--- config.mk ---
export PLATFORM = sky130hd
export DESIGN_NAME = stack_arbiter_flat
export DESIGN_NICKNAME = d
export VERILOG_FILES = /design/src/rtl/stack_arbiter_if.sv /design/src/rtl/stack_arbiter.sv /design/src/flat_wrapper.sv
export SDC_FILE = /design/constraint.sdc
export NUM_CORES = 1
export LEC_CHECK = 0
export BUFFER_PORTS_ARGS = -buffer_cell sky130_fd_sc_hd__buf_2
export CAP_MARGIN = 20
export CORE_MARGIN = 1.5
export CORE_UTILIZATION = 49
export CTS_CLUSTER_DIAMETER = 60
export CTS_CLUSTER_SIZE = 28
export DETAILED_ROUTE_END_ITERATION = 7
export PLACE_DENSITY = 0.78
export SLEW_MARGIN = 20
export SYNTH_ARGS = -nofsm -noshare
export SYNTH_HDL_FRONTEND = slang
export SYNTH_SLANG_ARGS = --single-unit
--- constraint.sdc ---
create_clock -name clk -period 3.1 [get_ports clk]
set_clock_uncertainty 0.15 [all_clocks]
set_input_delay 0.155 -clock clk [delete_from_list [all_inputs] [get_ports clk]]
set_output_delay 0.155 -clock clk [all_outputs]
set_load 0.005 [all_outputs]
--- src/rtl/stack_arbiter_if.sv ---
// stack_arbiter_if: requester-side bus of the stack arbiter.
// The master drives requests; the slave (arbiter) answers with grants, responses and occupancy.
interface stack_arbiter_if #(
    parameter int DIR_LEN = 2,
    parameter int SIZE    = 256
);
    localparam int CNT_W = $clog2(SIZE + 1);
    logic               req0;
    logic               req1;
    logic               op0;
    logic               op1;
    logic [DIR_LEN-1:0] wdata0;
    logic [DIR_LEN-1:0] wdata1;
    logic               gnt0;
    logic               gnt1;
    logic               rsp_valid;
    logic               rsp_id;
    logic [DIR_LEN-1:0] rsp_data;
    logic               err;
    logic [CNT_W-1:0]   count;
    logic               full;
    logic               empty;
    modport master (
        output req0, req1, op0, op1, wdata0, wdata1,
        input  gnt0, gnt1, rsp_valid, rsp_id, rsp_data, err, count, full, empty
    );
    modport slave (
        input  req0, req1, op0, op1, wdata0, wdata1,
        output gnt0, gnt1, rsp_valid, rsp_id, rsp_data, err, count, full, empty
    );
endinterface

--- src/rtl/stack_arbiter.sv ---
// stack_arbiter: round-robin sharing of one direction stack between two requesters.
// Defining STACK_ARB_FLUSH_EN adds a flush/flush_done port pair that empties the stack.
module stack_arbiter #(
    parameter int DIR_LEN = 2,
    parameter int SIZE    = 256
) (
    input  logic               clk,
    input  logic               rst,
`ifdef STACK_ARB_FLUSH_EN
    input  logic               flush,
    output logic               flush_done,
`endif
    stack_arbiter_if.slave     bus,
    output logic               stk_push,
    output logic               stk_pop,
    output logic [DIR_LEN-1:0] stk_data_in,
    input  logic [DIR_LEN-1:0] stk_data_out
);
    localparam int CNT_W = $clog2(SIZE + 1);
`ifdef STACK_ARB_FLUSH_EN
    typedef enum logic [1:0] {IDLE, POP_RSP, FLUSH} state_t;
`else
    typedef enum logic [1:0] {IDLE, POP_RSP} state_t;
`endif
    state_t             state;
    state_t             state_nxt;
    logic [CNT_W-1:0]   count;
    logic               rr_last;
    logic               pop_id;
    logic               sel;
    logic               op;
    logic               fl;
    logic               idle_go;
    logic               push_ok;
    logic               pop_ok;
    logic [DIR_LEN-1:0] wd;
`ifdef STACK_ARB_FLUSH_EN
    assign fl = flush;
`else
    assign fl = 1'b0;
`endif
    assign bus.count = count;
    assign bus.full  = count == CNT_W'(SIZE);
    assign bus.empty = count == '0;
    always_ff @(posedge clk or negedge rst) begin
        if (!rst) begin
            state   <= IDLE;
            count   <= '0;
            rr_last <= 1'b1;
            pop_id  <= 1'b0;
        end else begin
            state   <= state_nxt;
            count   <= stk_push ? count + CNT_W'(1) : stk_pop ? count - CNT_W'(1) : count;
            rr_last <= idle_go ? sel : rr_last;
            pop_id  <= pop_ok ? sel : pop_id;
        end
    end
    // Grants are combinational from the requests while idle; flush request outranks them.
    always_comb begin
        sel           = (bus.req0 && bus.req1) ? !rr_last : bus.req1;
        op            = sel ? bus.op1 : bus.op0;
        wd            = sel ? bus.wdata1 : bus.wdata0;
        idle_go       = state == IDLE && (bus.req0 || bus.req1) && !fl;
        push_ok       = idle_go && !op && !bus.full;
        pop_ok        = idle_go && op && !bus.empty;
        bus.gnt0      = idle_go && !sel;
        bus.gnt1      = idle_go && sel;
        bus.err       = idle_go && !push_ok && !pop_ok;
        bus.rsp_valid = state == POP_RSP;
        bus.rsp_data  = bus.rsp_valid ? stk_data_out : '0;
        bus.rsp_id    = bus.err ? sel : (bus.rsp_valid && pop_id);
        stk_push      = push_ok;
        stk_data_in   = push_ok ? wd : '0;
        stk_pop       = pop_ok;
        state_nxt     = pop_ok ? POP_RSP : IDLE;
`ifdef STACK_ARB_FLUSH_EN
        flush_done    = state == FLUSH && count == '0;
        stk_pop       = pop_ok || (state == FLUSH && count != '0);
        state_nxt     = (state == IDLE && flush) || (state == FLUSH && count != '0) ? FLUSH :
                        pop_ok ? POP_RSP : IDLE;
`endif
    end
endmodule

--- src/flat_wrapper.sv ---
// flat-port wrapper written by rule: the top's interface ports become plain ports
module stack_arbiter_flat 
#(
    parameter int DIR_LEN = 2,
    parameter int SIZE    = 256
)
  (clk, rst, stk_push, stk_pop, stk_data_in, stk_data_out, bus_req0, bus_req1, bus_op0, bus_op1, bus_wdata0, bus_wdata1, bus_gnt0, bus_gnt1, bus_rsp_valid, bus_rsp_id, bus_rsp_data, bus_err, bus_count, bus_full, bus_empty);
  stack_arbiter_if #(.DIR_LEN(DIR_LEN), .SIZE(SIZE)) bus_i ();
  input  logic clk;
  input  logic rst;
  output logic stk_push;
  output logic stk_pop;
  output logic [DIR_LEN-1:0] stk_data_in;
  input  logic [DIR_LEN-1:0] stk_data_out;
  input wire logic [$bits(bus_i.req0)-1:0] bus_req0;
  input wire logic [$bits(bus_i.req1)-1:0] bus_req1;
  input wire logic [$bits(bus_i.op0)-1:0] bus_op0;
  input wire logic [$bits(bus_i.op1)-1:0] bus_op1;
  input wire logic [$bits(bus_i.wdata0)-1:0] bus_wdata0;
  input wire logic [$bits(bus_i.wdata1)-1:0] bus_wdata1;
  output wire logic [$bits(bus_i.gnt0)-1:0] bus_gnt0;
  output wire logic [$bits(bus_i.gnt1)-1:0] bus_gnt1;
  output wire logic [$bits(bus_i.rsp_valid)-1:0] bus_rsp_valid;
  output wire logic [$bits(bus_i.rsp_id)-1:0] bus_rsp_id;
  output wire logic [$bits(bus_i.rsp_data)-1:0] bus_rsp_data;
  output wire logic [$bits(bus_i.err)-1:0] bus_err;
  output wire logic [$bits(bus_i.count)-1:0] bus_count;
  output wire logic [$bits(bus_i.full)-1:0] bus_full;
  output wire logic [$bits(bus_i.empty)-1:0] bus_empty;
  assign bus_i.req0 = bus_req0;
  assign bus_i.req1 = bus_req1;
  assign bus_i.op0 = bus_op0;
  assign bus_i.op1 = bus_op1;
  assign bus_i.wdata0 = bus_wdata0;
  assign bus_i.wdata1 = bus_wdata1;
  assign bus_gnt0 = bus_i.gnt0;
  assign bus_gnt1 = bus_i.gnt1;
  assign bus_rsp_valid = bus_i.rsp_valid;
  assign bus_rsp_id = bus_i.rsp_id;
  assign bus_rsp_data = bus_i.rsp_data;
  assign bus_err = bus_i.err;
  assign bus_count = bus_i.count;
  assign bus_full = bus_i.full;
  assign bus_empty = bus_i.empty;
  stack_arbiter #(.DIR_LEN(DIR_LEN), .SIZE(SIZE)) u_core (.clk(clk), .rst(rst), .bus(bus_i), .stk_push(stk_push), .stk_pop(stk_pop), .stk_data_in(stk_data_in), .stk_data_out(stk_data_out));
endmodule
[Yosys cells after proc, flatten, opt, wreduce, memory -nomap -nowiden]
Cells that the tools add are included.
Word-level totals
  output and inout bits: 22
  register bits after elaboration: 13
  memory bits (read-only): 0
  latch bits: 0
  bits in writable memories: 0
  memories: 0
  input bits: 12
Cells by class
  equality and inequality tests: 2
  muxes and demuxes: 9
  add/subtract/negate cells: 2
  multiply operators: 0
  order comparisons: 0
  divide/modulo/power cells: 0
  shifts and indexed selects: 0
  reduce and logical (&&, ||, !) cells: 22
  bitwise operators: 0
Operators by type and width (count)
  $mux 9: 2
  $logic_and 1x1->1: 11
  $add 9x1->9 const B: 1
  $eq 9x9->1 const B: 1
  $logic_not 9->1: 1
  $sub 9x1->9 const B: 1
  $logic_not 1->1: 7
  $mux 2: 3
  $mux 1: 4
  $eq 2x1->1 const B: 1
  $logic_not 2->1: 1
  $reduce_bool 2->1: 1
  $logic_or 1x1->1: 1

[Logic depth before layout (Yosys ltp)]
Gate-level depths: netlist (run 1).
  word-level depth: 10
  gate-level depth with buffers: 11
  depth with buffers taken out: 11

[Worst setup path before layout (run 1)]
No wires, ideal clock.
  path type: register to register
  start: reg u_core.count[1] (netlist: u_core.bus.count[1])
  end: reg u_core.count[8] (netlist: u_core.bus.count[8])
  path slack: 0.157 ns
  stages on the path, launching flop included: 12
  library setup time: 0.121 ns
  clock period less this slack: 2.943 ns
  arrival time: 2.672 ns
  data required time: 2.829 ns
  cells stage by stage: dfrtp_1 > nor4_1 > and2_1 > nand2_1 > nand3_1 > inv_1 > fa_1 > nand2b_1 > a21oi_1 > a31oi_1 > mux2_2 > a22o_1
Between the ends
  word-level cells in the longest chain between the ends: 4
  elaborated cells between the ends (all ways): 11
  those cells by class: add/sub: 2; eq/ne: 1; mux: 2; reduce/logical: 6
Ends and longest elaborated chain
  start: declaration: RTL line stack_arbiter.sv:27  | logic [CNT_W-1:0] count;
  start signal: assignment: RTL line stack_arbiter.sv:53  | count <= stk_push ? count + CNT_W'(1) : stk_pop ? count - CNT_W'(1) : count;
  $eq 9x9->1 (*): RTL line stack_arbiter.sv:43  | assign bus.full = count == CNT_W'(SIZE);
  $logic_not 1->1 (*): RTL line stack_arbiter.sv:64  | push_ok = idle_go && !op && !bus.full;
  $logic_and 1x1->1 (*): RTL line stack_arbiter.sv:64
  via stk_push: RTL line flat_wrapper.sv:11  | output logic stk_push;
  $mux 9 / $reduce_bool 2->1 (equally long branches)
The timed path passes the listed nets; every way through them passes the cells marked *. The select of a mux whose other input is x is not followed.
A chain may end at the register's enable or synchronous reset.

[Worst setup path in the final report (run 1)]
  start: reg u_core.count[4] (netlist: u_core.bus.count[4])
  end: reg u_core.count[8] (netlist: u_core.bus.count[8])
Between the ends
  word-level cells in the longest chain between the ends: 4
  elaborated cells between the ends (all ways): 11
  those cells by class: add/sub: 2; eq/ne: 1; mux: 2; reduce/logical: 6
Ends and longest elaborated chain
  parallel branches: the longest is 4 deep, another holds $sub 9x1->9
Parallel ways; which one is timed is not known. The select of a mux whose other input is x is not followed.

==> results.md, run 1 <==
• **pin count of the biggest net entering global routing** 13
• **WS Path Type** flip-flop to flip-flop
• **number of H-tree levels** 1
• **Die Footprint** 2270 sq um
• **clock-pin slew of the registers on the worst-case setup and hold paths** 0.09 ns
• **global placement routability congestion** 0.847
• **met1 Track Usage GR** 0.291
• **count of inserted antenna diode cells** 0
• **final instance count without filler cells** 175
• **via count of the first global-routing pass** 816
• **leakage power figure** 0.000645 uW
• **setup repair after global routing missed its margin** false
• **TritonCTS clock tree** done
• **area added between synthesis and finish** 33.0%
• **power per cell area** 947 nW/um^2
• **Synth Flop Type** dfrtp_1
• **Slew Viols, Final** 0
• **number of nets with antenna violations after detailed routing** 0
• **number of filler cells placed in the layout** 152
• **post-place setup slack** 0.0160 ns
• **num ports** 34
• **Yosys warning count** 0
• **slew at the pin closest to its max-slew limit** 0.369 ns
• **Post-Synthesis Mean Instance Area** 9.22 sq um
• **PnR worst setup slack** 0.181 ns
• **number of storage elements in the synthesis netlist** 12
• **setup repair bufs after CTS** 0
• **type of the worst min-delay path** input port to flip-flop
• **number of placement rows** 15
• **EDFF count, synth** 0
• **TritonRoute pass-1 iters** 4
• **Overflow after GRT** 0
• **Post-layout nets** 171
• **nature of the critical path endpoint** flip-flop
• **max capacitance violation total** 0
• **normalized max-slew margin** 0.753
• **first-pass GRT wire length** 3.55 mm
• **netlist area before placement** 977 sq um
• **Inserted Clock Buffers** 3
• **GR Layer Usage met3** 0.0491
• **Die Y-Extent** 47.7 um
• **shortest period the worst path allows** 2.92 ns
• **final routed DRC violation total** 0
• **Synth Instances** 106
• **initial DRC count** 24
• **Die X-Extent** 47.7 um
• **final setup violating endpoints** 0
• **clock tree sinks** 12
• **number of antenna violations at the first check in global routing** 0
• **met2 track utilization from global routing** 0.370
• **area of the core** 1800 sq um
• **final hold violations** 0
• **global-route total usage across every layer** 0.220
• **final total negative setup slack** 0 ns
• **data arrival time of the critical path** 2.95 ns
• **post-synth net total** 126
• **post-detailed-route wirelength per cell** 13.5 um
• **cell type with the largest total area after synthesis** dfrtp_1
• **Port Buffers** 33
• **fraction of final layout cells with drive strength greater than 1** 0.420
• **root buffer cell** clkbuf_4
• **fraction of the yosys area taken by sequential cells** 0.309
• **initial core utilization** 0.542
• **VDD IR-drop max** 0.000711 V
• **busiest grt layer** met2
• **share of Yosys cell area claimed by the top area cell type** 0.282
• **Fmax achieved** 0.343 GHz
• **top post-synthesis cells by area** dfrtp_1 (28%), ha_1 (9.0%), mux2_2 (8.1%), xnor2_1 (5.4%), a21oi_1 (5.1%)
• **worst-skew pair later-pin latency** 0.28 ns
• **post-synthesis cell type count** 35
• **final routed wirelength across all metal layers** 2.37 mm
• **required time of the critical path** 3.13 ns
• **Vias per Instance** 5.35
• **Worst Setup Start Kind** flip-flop
• **status** complete, no violations
• **Crit Path Max Fanout** 5
• **via count** 936
• **share of the clock period used by the worst path after layout** 0.942
• **count of placed standard cells including taps** 170
• **Final HPWL DP** 1.87 mm
• **Clock Tree Buf Depth** 2
• **Async SR Flop Fraction** 1.00
## power breakdown
| group | internal (uW) | switching (uW) |
|---|---|---|
| clock network | 49.9 | 57.5 |
| logic | 423 | 377 |
| registers | 233 | 91.0 |
| total | 706 | 525 |
## placed cells by master (no fill, tap or decap), drive strengths merged, types with 2 or more instances in the layout
cell,instances
buf,41
nand2,11
nor2,11
dfrtp,11
a21oi,11
mux2,7
ha,7
xnor2,7
inv,5
o21ai,4
clkbuf,4
and2,3
mux2i,3
nand3,3
nor4,2
nand2b,2
a31oi,2
a21o,2
## layout make-up
cell class / count / area, sq um / share of cell area
tap: 25 / 31.3 / 0.0241
inverter: 5 / 18.8 / 0.0144
timing repair buffer: 42 / 235 / 0.181
sequential: 12 / 302 / 0.232
clock buffer: 4 / 26.3 / 0.0202
multi-input combinational: 87 / 687 / 0.528
## cell usage after synthesis (all sizes together), types with 2 or more instances
master / n
xnor2: 7
ha: 7
mux2i: 3
inv: 5
nand2b: 2
clkbuf: 2
dfrtp: 11
and2: 3
mux2: 7
nand2: 11
a21o: 2
nor2: 11
o21ai: 4
nand3: 3
a31oi: 2
nor4: 2
a21oi: 11
## logic make-up after synthesis
group           synth area share
simple gates               0.181
compound gates             0.169
flops                      0.309
mux                        0.124
xor+xnor                  0.0794
fa+ha+maj                  0.110
buf+inv                   0.0282
## worst paths after layout
check | from | endpoint | slack, ns | cells after the start
max in group asynchronous | rst | u_core.rr_last | 2.38 | 2
min | bus_op0 | u_core.pop_id | 0.07 | 4
min in group asynchronous | rst | u_core.bus.count[8] | 0.12 | 2
max reg2reg | u_core.bus.count[4] | u_core.bus.count[8] | 0.18 | 11
min reg2reg | u_core.pop_id | u_core.pop_id | 0.40 | 2
max | u_core.bus.count[4] | u_core.bus.count[8] | 0.18 | 11
## registers in the layout, indices dropped and copies added (netlist names)
name	count
u_core.rr_last	1
u_core.state	1
u_core.pop_id	1
u_core.bus.count	9
## critical path, cell delays in order, from the launching register on
cell and delay [ns]:
dfrtp_1 0.43, nor4_4 0.29, and2_1 0.20, nand2_1 0.10
nand3_2 0.12, buf_4 0.15, ha_1 0.28, a21oi_1 0.19
o21ai_0 0.11, a31oi_1 0.25, mux2_2 0.37, a22o_1 0.17
## layer usage
metal	share of wire	vias up	routed length, um
met4	0.0093	0	22
met2	0.51	20	1210
met5	0	-	0
met1	0.45	449	1060
met3	0.032	4	76
li1	-	463	-
## per-stage QoR
stage | utilization | total power (uW) | area (sq um) | hold slack, ns
2_1_floorplan | - | 849 | 977 | -0.291
3_3_place_gp | 0.680 | 1050 | 1220 | -0.0996
3_5_place_dp | 0.680 | 1080 | 1220 | -0.0921
4_1_cts | 0.707 | 1200 | 1270 | 0.0679
5_1_grt | 0.722 | 1340 | 1300 | 0.0845
6_report | 0.722 | 1230 | 1300 | 0.0697
## what timing repair did
item | 4_1_cts | 5_1_grt
gates resized for setup | 2 | 4
cloned | 0 | 0
hold buffers | 1 | 0
setup endpoints to repair | 1 | 1
hold endpoints to repair | 12 | 0
No activity file was read; power rests on OpenSTA's default activity.
==> run 2: changes to the inputs <==
--- a/config.mk
+++ b/config.mk
@@ -5,10 +5,11 @@
 export SDC_FILE = /design/constraint.sdc
 export NUM_CORES = 1
 export LEC_CHECK = 0
+export ABC_AREA = 1
 export BUFFER_PORTS_ARGS = -buffer_cell sky130_fd_sc_hd__buf_2
 export CAP_MARGIN = 20
 export CORE_MARGIN = 1.5
-export CORE_UTILIZATION = 49
+export CORE_UTILIZATION = 50
 export CTS_CLUSTER_DIAMETER = 60
 export CTS_CLUSTER_SIZE = 28
 export DETAILED_ROUTE_END_ITERATION = 7
==> results.md, run 2 <==
• **TritonCTS clock tree** done
• **final hold violations** 0
• **required time of the critical path** 3.12 ns
• **cell family with the largest share of critical-path delay** simple AND/OR/NAND/NOR gates
• **initial core utilization** 0.527
• **Yosys warning count** 0
• **cell type with the highest occurrence count on the critical path** nand2_1
• **max reg flops** 9
• **post-synthesis cell type count** 25
• **leakage power figure** 0.000773 uW
• **Tot Pwr** 1200 uW
• **post-detailed-route wirelength per cell** 10.9 um
• **Hold Slack** 0.106 ns
• **slew at the pin closest to its max-slew limit** 0.338 ns
• **pin count of the biggest net entering global routing** 13
• **final total negative setup slack** 0 ns
• **area added between synthesis and finish** 22.3%
• **Die Y-Extent** 48.5 um
• **global-route total usage across every layer** 0.212
• **via count of the first global-routing pass** 950
• **Synth Flop Type** dfrtp_1
• **number of antenna violations at the first check in global routing** 0
• **clock tree sinks** 12
• **TritonRoute pass-1 iters** 5
• **Die X-Extent** 48.5 um
• **shortest period the worst path allows** 2.58 ns
• **CP peak stage delay** 0.53 ns
• **number of nets with antenna violations after detailed routing** 0
• **initial DRC count** 18
• **max capacitance violation total** 0
• **final routed DRC violation total** 0
• **Die Footprint** 2350 sq um
• **PnR worst setup slack** 0.524 ns
• **power per cell area** 954 nW/um^2
• **nature of the critical path endpoint** flip-flop
• **EDFF count, synth** 0
• **fraction of the yosys area taken by sequential cells** 0.292
• **worst path buffer plus inverter count** 2
• **Clock Tree Buf Depth** 2
• **number of filler cells placed in the layout** 196
• **post-synth net total** 169
• **worst-skew pair later-pin latency** 0.28 ns
• **Final HPWL DP** 1.73 mm
• **Overflow after GRT** 0
• **Synth Instances** 149
• **area of the core** 1960 sq um
• **type of the worst min-delay path** input port to flip-flop
• **netlist area before placement** 1030 sq um
• **Most flops, register** u_core.bus.count
• **number of H-tree levels** 1
• **normalized max-slew margin** 0.775
• **library cell with the highest instance count after synthesis** nand2_1
• **commonest non-fill, non-tap cells in the layout** nand2_1 (59), buf_2 (33), inv_1 (21)
• **num ports** 34
• **first-pass GRT wire length** 3.93 mm
• **share of Yosys cell area claimed by the top area cell type** 0.266
• **global placement routability congestion** 0.830
• **final setup violating endpoints** 0
• **share of the clock period used by the worst path after layout** 0.831
• **critical path cell sequence** nand2_1, nand2_2, nand2_1, nand2_2, nor2_4, nand2_4, inv_1, fa_1, nand3b_1, nand2_1, nand2_1, nand2_1, inv_1, nand2_1, nand2_1, nand2_1, nand2_1
• **count of inserted antenna diode cells** 0
• **commonest non-fill, non-tap cell in the layout** nand2_1
• **clock-pin slew of the registers on the worst-case setup and hold paths** 0.08 ns
• **setup repair bufs after CTS** 0
• **setup repair after global routing missed its margin** false
• **Vias per Instance** 4.84
• **Crit Path Max Fanout** 12
• **root buffer cell** clkbuf_4
• **number of storage elements in the synthesis netlist** 12
• **top post-synthesis cells by area** dfrtp_1 (27%), nand2_1 (21%), ha_1 (8.5%), inv_1 (7.6%), nand3_1 (4.4%)
• **Worst Setup Start Kind** flip-flop
• **WS Path Type** flip-flop to flip-flop
• **status** complete, no violations
• **Inserted Clock Buffers** 3
• **cell type with the largest total area after synthesis** dfrtp_1
• **Port Buffers** 33
• **Slew Viols, Final** 0
• **fraction of final layout cells with drive strength greater than 1** 0.263
• **Post-Synthesis Mean Instance Area** 6.94 sq um
• **number of placement rows** 16
• **Post-layout nets** 207
• **data arrival time of the critical path** 2.60 ns
• **Fmax achieved** 0.388 GHz
• **final routed wirelength across all metal layers** 2.32 mm
• **VDD IR-drop max** 0.000663 V
• **post-place setup slack** 0.530 ns
• **slowest library cell on the worst path** dfstp_2
• **leading cell types by count after synthesis** nand2_1 (59), inv_1 (21), dfrtp_1 (11)
• **Async SR Flop Fraction** 1.00
• **via count** 1031
==> run 2: cell count changes after synthesis, sizes merged, moves of 3 or more <==
cell / before / now
mux2i: 3 / 0
nand3: 3 / 10
inv: 5 / 22
mux2: 7 / 0
xor2: 1 / 4
nand2: 11 / 63
xnor2: 7 / 1
nand3b: 0 / 3
and2: 3 / 0
a21oi: 11 / 7
==> run 2: cells by family (layout without fill, tap and decap cells) <==
group | count (synthesis) | count (layout) | synth area share
simple gates | 90 | 90 | 0.404
buf+inv | 23 | 60 | 0.0944
flops | 12 | 12 | 0.292
compound gates | 11 | 11 | 0.0557
fa+ha+maj | 8 | 8 | 0.104
xor+xnor | 5 | 5 | 0.0496
==> run 2: path summary, 6_finish.rpt <==
path,from,to,slack [ns],depth (start not counted)
min in group asynchronous,rst,u_core.bus.count[2],0.16,2
max reg2reg,u_core.rr_last,u_core.bus.count[8],0.52,17
min,bus_req1,u_core.rr_last,0.11,3
min reg2reg,u_core.rr_last,u_core.rr_last,0.35,2
max,u_core.rr_last,u_core.bus.count[8],0.52,17
max in group asynchronous,rst,u_core.rr_last,2.36,2
==> run 2: timing repair <==
item / CTS / global route
resized for setup: 0 / 0
hold buffers: 1 / 0
endpoints found under the hold margin: 12 / 0
==> run 2: through the flow <==
stage,util,std cells,cell area [sq um]
6_report,0.644,213,1260
5_1_grt,0.644,213,1260
4_1_cts,0.644,213,1260
3_5_place_dp,0.621,208,1220
3_3_place_gp,0.621,208,1220
2_1_floorplan,-,149,1030
==> run 2: layer usage <==
metal	routed length [um]	GRT usage	vias to the layer above
li1	-	-	534
met2	1140	0.407	31
met1	1050	0.244	463
met5	0	0	-
met4	19	0.0714	0
met3	103	0.0185	3
==> run 2: layout make-up <==
class / instances / area, sq um / share of cell area
clock buffers: 4 / 36.3 / 0.0287
flip-flops and latches: 12 / 302 / 0.239
well taps: 27 / 33.8 / 0.0267
multi-input cells: 114 / 634 / 0.502
inverters: 22 / 82.6 / 0.0653
repair buffers: 34 / 175 / 0.139
==> run 2: tightest hold or removal path: cells and delay by family <==
kind,cells,cell delay (ns)
simple gates,1,0.14
buf+inv,1,0.13
compound gates,1,0.10
==> run 2: report_power, final <==
| part | switching (uW) | internal, uW |
|---|---|---|
| Sequential | 80.1 | 232 |
| Clock | 56.7 | 71.5 |
| Combinational | 441 | 324 |
==> run 3: changes to the inputs <==
--- a/config.mk
+++ b/config.mk
@@ -5,11 +5,11 @@
 export SDC_FILE = /design/constraint.sdc
 export NUM_CORES = 1
 export LEC_CHECK = 0
-export ABC_AREA = 1
+export ABC_AREA = 0
 export BUFFER_PORTS_ARGS = -buffer_cell sky130_fd_sc_hd__buf_2
 export CAP_MARGIN = 20
 export CORE_MARGIN = 1.5
-export CORE_UTILIZATION = 50
+export CORE_UTILIZATION = 49
 export CTS_CLUSTER_DIAMETER = 60
 export CTS_CLUSTER_SIZE = 28
 export DETAILED_ROUTE_END_ITERATION = 7
==> constraint.sdc (replaced) <==
create_clock -name clk -period 2.52 [get_ports clk]
set_clock_uncertainty 0.15 [all_clocks]
set_input_delay 0.126 -clock clk [delete_from_list [all_inputs] [get_ports clk]]
set_output_delay 0.126 -clock clk [all_outputs]
set_load 0.005 [all_outputs]
==> results.md, run 3 <==
• **Port Buffers** 33
• **global placement routability congestion** 0.832
• **post-GRT worst EP** u_core.bus.count[8]$_DFFE_PN0P_/D
• **Yosys warning count** 0
• **netlist area before placement** 977 sq um
• **initial core utilization** 0.542
• **Final HPWL DP** 2.15 mm
• **Die X-Extent** 47.7 um
• **number of storage elements in the synthesis netlist** 12
• **share of Yosys cell area claimed by the top area cell type** 0.282
• **Error Message** [ERROR DPL-0033] detailed placement checks failed during check placement.
• **Synth Instances** 106
• **clock tree sinks** 12
• **Clock Tree Buf Depth** 2
• **fraction of the yosys area taken by sequential cells** 0.309
• **count of placed standard cells including taps** 192
• **top post-synthesis cells by area** dfrtp_1 (28%), ha_1 (9.0%), mux2_2 (8.1%), xnor2_1 (5.4%), a21oi_1 (5.1%)
• **post-synth net total** 126
• **post-synthesis cell type count** 35
• **number of antenna violations at the first check in global routing** 0
• **last stage reached** 5_1_grt
• **number of H-tree levels** 1
• **cell type with the largest total area after synthesis** dfrtp_1
• **root buffer cell** clkbuf_4
• **Die Y-Extent** 47.7 um
• **status** aborted with a tool error
• **pin count of the biggest net entering global routing** 13
• **Synth Flop Type** dfrtp_1
• **WEP type** register data pin
• **Inserted Clock Buffers** 3
• **leading cell types by count after synthesis** dfrtp_1 (11), nand2_1 (11), nor2_1 (11)
• **EDFF count, synth** 0
• **Post-Synthesis Mean Instance Area** 9.22 sq um
• **num ports** 34
• **number of placement rows** 15
• **Async SR Flop Fraction** 1.00
-- run 3: timing repair --
| action | 4_1_cts |
|---|---|
| pin swaps | 8 |
| gates cloned | 1 |
| gates resized for setup | 12 |
| endpoints found under the hold margin | 12 |
| setup endpoints to repair | 6 |
| hold buffers | 1 |
| setup buffers | 6 |
-- run 3: per-stage QoR --
| step | cell area [sq um] | setup slack [ns] |
|---|---|---|
| 4_1_cts | 1640 | -0.169 |
| 3_5_place_dp | 1450 | -0.192 |
| 3_3_place_gp | 1450 | -0.126 |
| 2_1_floorplan | 1040 | -0.166 |
-- run 3: cell families after synthesis --
family / count (synthesis) / synth area share
simple gates: 37 / 0.181
buf+inv: 7 / 0.0282
compound gates: 24 / 0.169
flops: 12 / 0.309
mux: 10 / 0.124
fa+ha+maj: 8 / 0.110
xor+xnor: 8 / 0.0794
==> run 4: changes to the inputs <==
--- a/config.mk
+++ b/config.mk
@@ -8,12 +8,10 @@
 export ABC_AREA = 0
 export BUFFER_PORTS_ARGS = -buffer_cell sky130_fd_sc_hd__buf_2
 export CAP_MARGIN = 20
-export CORE_MARGIN = 1.5
-export CORE_UTILIZATION = 49
-export CTS_CLUSTER_DIAMETER = 60
-export CTS_CLUSTER_SIZE = 28
+export CORE_AREA = 2 2 63 65
 export DETAILED_ROUTE_END_ITERATION = 7
-export PLACE_DENSITY = 0.78
+export DIE_AREA = 0 0 65 67
+export PLACE_DENSITY_LB_ADDON = 0.15
 export SLEW_MARGIN = 20
 export SYNTH_ARGS = -nofsm -noshare
 export SYNTH_HDL_FRONTEND = slang
==> results.md, run 4 (synthesis results as in run 1) <==
• **status** finished with violations
• **failing checks** setup timing
• **Int Power** 1350 uW
• **Die Y-Extent** 67 um
• **Overflow after GRT** 0
• **fraction of final layout cells with drive strength greater than 1** 0.626
• **max reg flops** 9
• **num ports** 34
• **sw frac** 0.389
• **number of H-tree levels** 1
• **max capacitance violation total** 0
• **post-place setup slack** -0.282 ns
• **Most flops, register** u_core.bus.count
• **final total negative setup slack** -0.535 ns
• **Die X-Extent** 65 um
• **Crit Path Max Fanout** 5
• **number of antenna violations at the first check in global routing** 0
• **WS Path Type** flip-flop to flip-flop
• **Fmax achieved** 0.372 GHz
• **root buffer cell** clkbuf_8
• **power per cell area** 1270 nW/um^2
• **via count** 1008
• **TritonRoute pass-1 iters** 3
• **commonest non-fill, non-tap cells in the layout** buf_4 (35), buf_2 (33), nor2_1 (11), dfrtp_1 (11), nand2_1 (9)
• **VDD IR-drop max** 0.000592 V
• **PnR worst setup slack** -0.171 ns
• **slew at the pin closest to its max-slew limit** 0.443 ns
• **clock-pin slew of the registers on the worst-case setup and hold paths** 0.06 ns
• **Post-layout nets** 200
• **commonest non-fill, non-tap cell in the layout** buf_4
• **fraction of power consumed by sequential logic** 0.170
• **area of the core** 3610 sq um
• **combinational group share of total power** 0.731
• **initial core utilization** 0.271
• **Port Buffers** 33
• **CP peak stage delay** 0.40 ns
• **final routed DRC violation total** 0
• **type of the worst min-delay path** input port to flip-flop
• **Die Footprint** 4360 sq um
• **Inserted Clock Buffers** 3
• **total net switching power** 860 uW
• **share of the clock period used by the worst path after layout** 1.07
• **post-route cell area** 1750 sq um
• **global placement routability congestion** 0.710
• **initial DRC count** 26
• **number of placement rows** 22
• **post-detailed-route wirelength per cell** 12.4 um
• **TritonCTS clock tree** done
• **final hold violations** 0
• **first-pass GRT wire length** 4.73 mm
• **cell family with the largest share of critical-path delay** simple AND/OR/NAND/NOR gates
• **number of filler cells placed in the layout** 345
• **count of inserted antenna diode cells** 0
• **shortest period the worst path allows** 2.69 ns
• **leakage power figure** 0.000842 uW
• **worst path buffer plus inverter count** 1
• **clock tree sinks** 12
• **Vias per Instance** 4.44
• **slowest library cell on the worst path** dfrtp_1
• **final routed wirelength across all metal layers** 2.80 mm
• **Post-Place Cell Area** 1490 sq um
• **Worst Setup Start Kind** flip-flop
• **critical path cell sequence** nor4_4, and2_4, nand2_4, nand3_4, inv_2, fa_2, nand2b_4, a21oi_4, a31oi_4, mux2_2, a22o_1
• **final setup violating endpoints** 4
• **Clock Tree Buf Depth** 2
• **normalized max-slew margin** 0.704
• **global-route total usage across every layer** 0.142
• **Final HPWL DP** 2.14 mm
• **data arrival time of the critical path** 2.68 ns
• **portion of total power attributed to the clock network** 0.099
• **setup repair after global routing missed its margin** true
• **Slew Viols, Final** 0
• **pin count of the biggest net entering global routing** 13
• **worst-skew pair later-pin latency** 0.24 ns
• **nature of the critical path endpoint** flip-flop
• **required time of the critical path** 2.51 ns
• **number of nets with antenna violations after detailed routing** 0
• **via count of the first global-routing pass** 1040
• **area added between synthesis and finish** 78.7%
[run 4: through the flow]
step / utilization / hold WS [ns] / instances / power (uW)
after floorplan: - / -0.320 / 106 / 1120
after global placement: 0.413 / -0.119 / 216 / 1650
after detailed placement: 0.413 / -0.119 / 216 / 1660
after CTS: 0.451 / 0.0670 / 223 / 2000
after global routing: 0.484 / 0.109 / 227 / 2400
final: 0.484 / 0.0652 / 227 / 2210
[run 4: metal layers]
layer	GRT usage	wire, um	vias up
li1	-	-	522
met1	0.176	1230	473
met2	0.258	1500	11
met3	0.0220	57	2
met4	0.0319	11	0
met5	0	0	-
[run 4: timing repair]
action,CTS,global route
endpoints found under the hold margin,12,0
pin swaps,4,4
gates resized for setup,7,17
hold buffers,1,0
cloned,1,0
setup buffers,1,4
setup endpoints to repair,6,6
[run 4: worst min-delay path: cells and delay by family]
family / cells / cell delay, ns
buffers and inverters: 2 / 0.17
AO/OA/AOI/OAI: 2 / 0.12
[run 4: final cells by class]
cell class / instances / area (sq um) / share of cell area
clock buffer: 4 / 55.1 / 0.0315
multi-input combinational: 88 / 862 / 0.494
inverter: 5 / 18.8 / 0.0107
timing repair buffer: 70 / 449 / 0.257
tap: 48 / 60.1 / 0.0344
sequential: 12 / 302 / 0.173
[run 4: path summary, 6_finish.rpt]
kind / start / end / slack [ns] / cells after the start
min in group asynchronous: rst / u_core.bus.count[2] / 0.14 / 2
worst max-delay path: u_core.bus.count[1] / u_core.bus.count[8] / -0.17 / 11
worst min register to register: u_core.pop_id / u_core.pop_id / 0.41 / 2
worst min-delay path: bus_op0 / u_core.pop_id / 0.07 / 4
max in group asynchronous: rst / u_core.rr_last / 1.80 / 2
worst max register to register: u_core.bus.count[1] / u_core.bus.count[8] / -0.17 / 11
[run 4: power by group through the flow]
stage          Combinational [uW]  Sequential (uW)  Clock [uW]
2_1_floorplan                 740              385           0
3_3_place_gp                 1290              353           0
3_5_place_dp                 1310              354           0
4_1_cts                      1400              377         224
5_1_grt                      1770              390         236
6_report                     1620              376         219
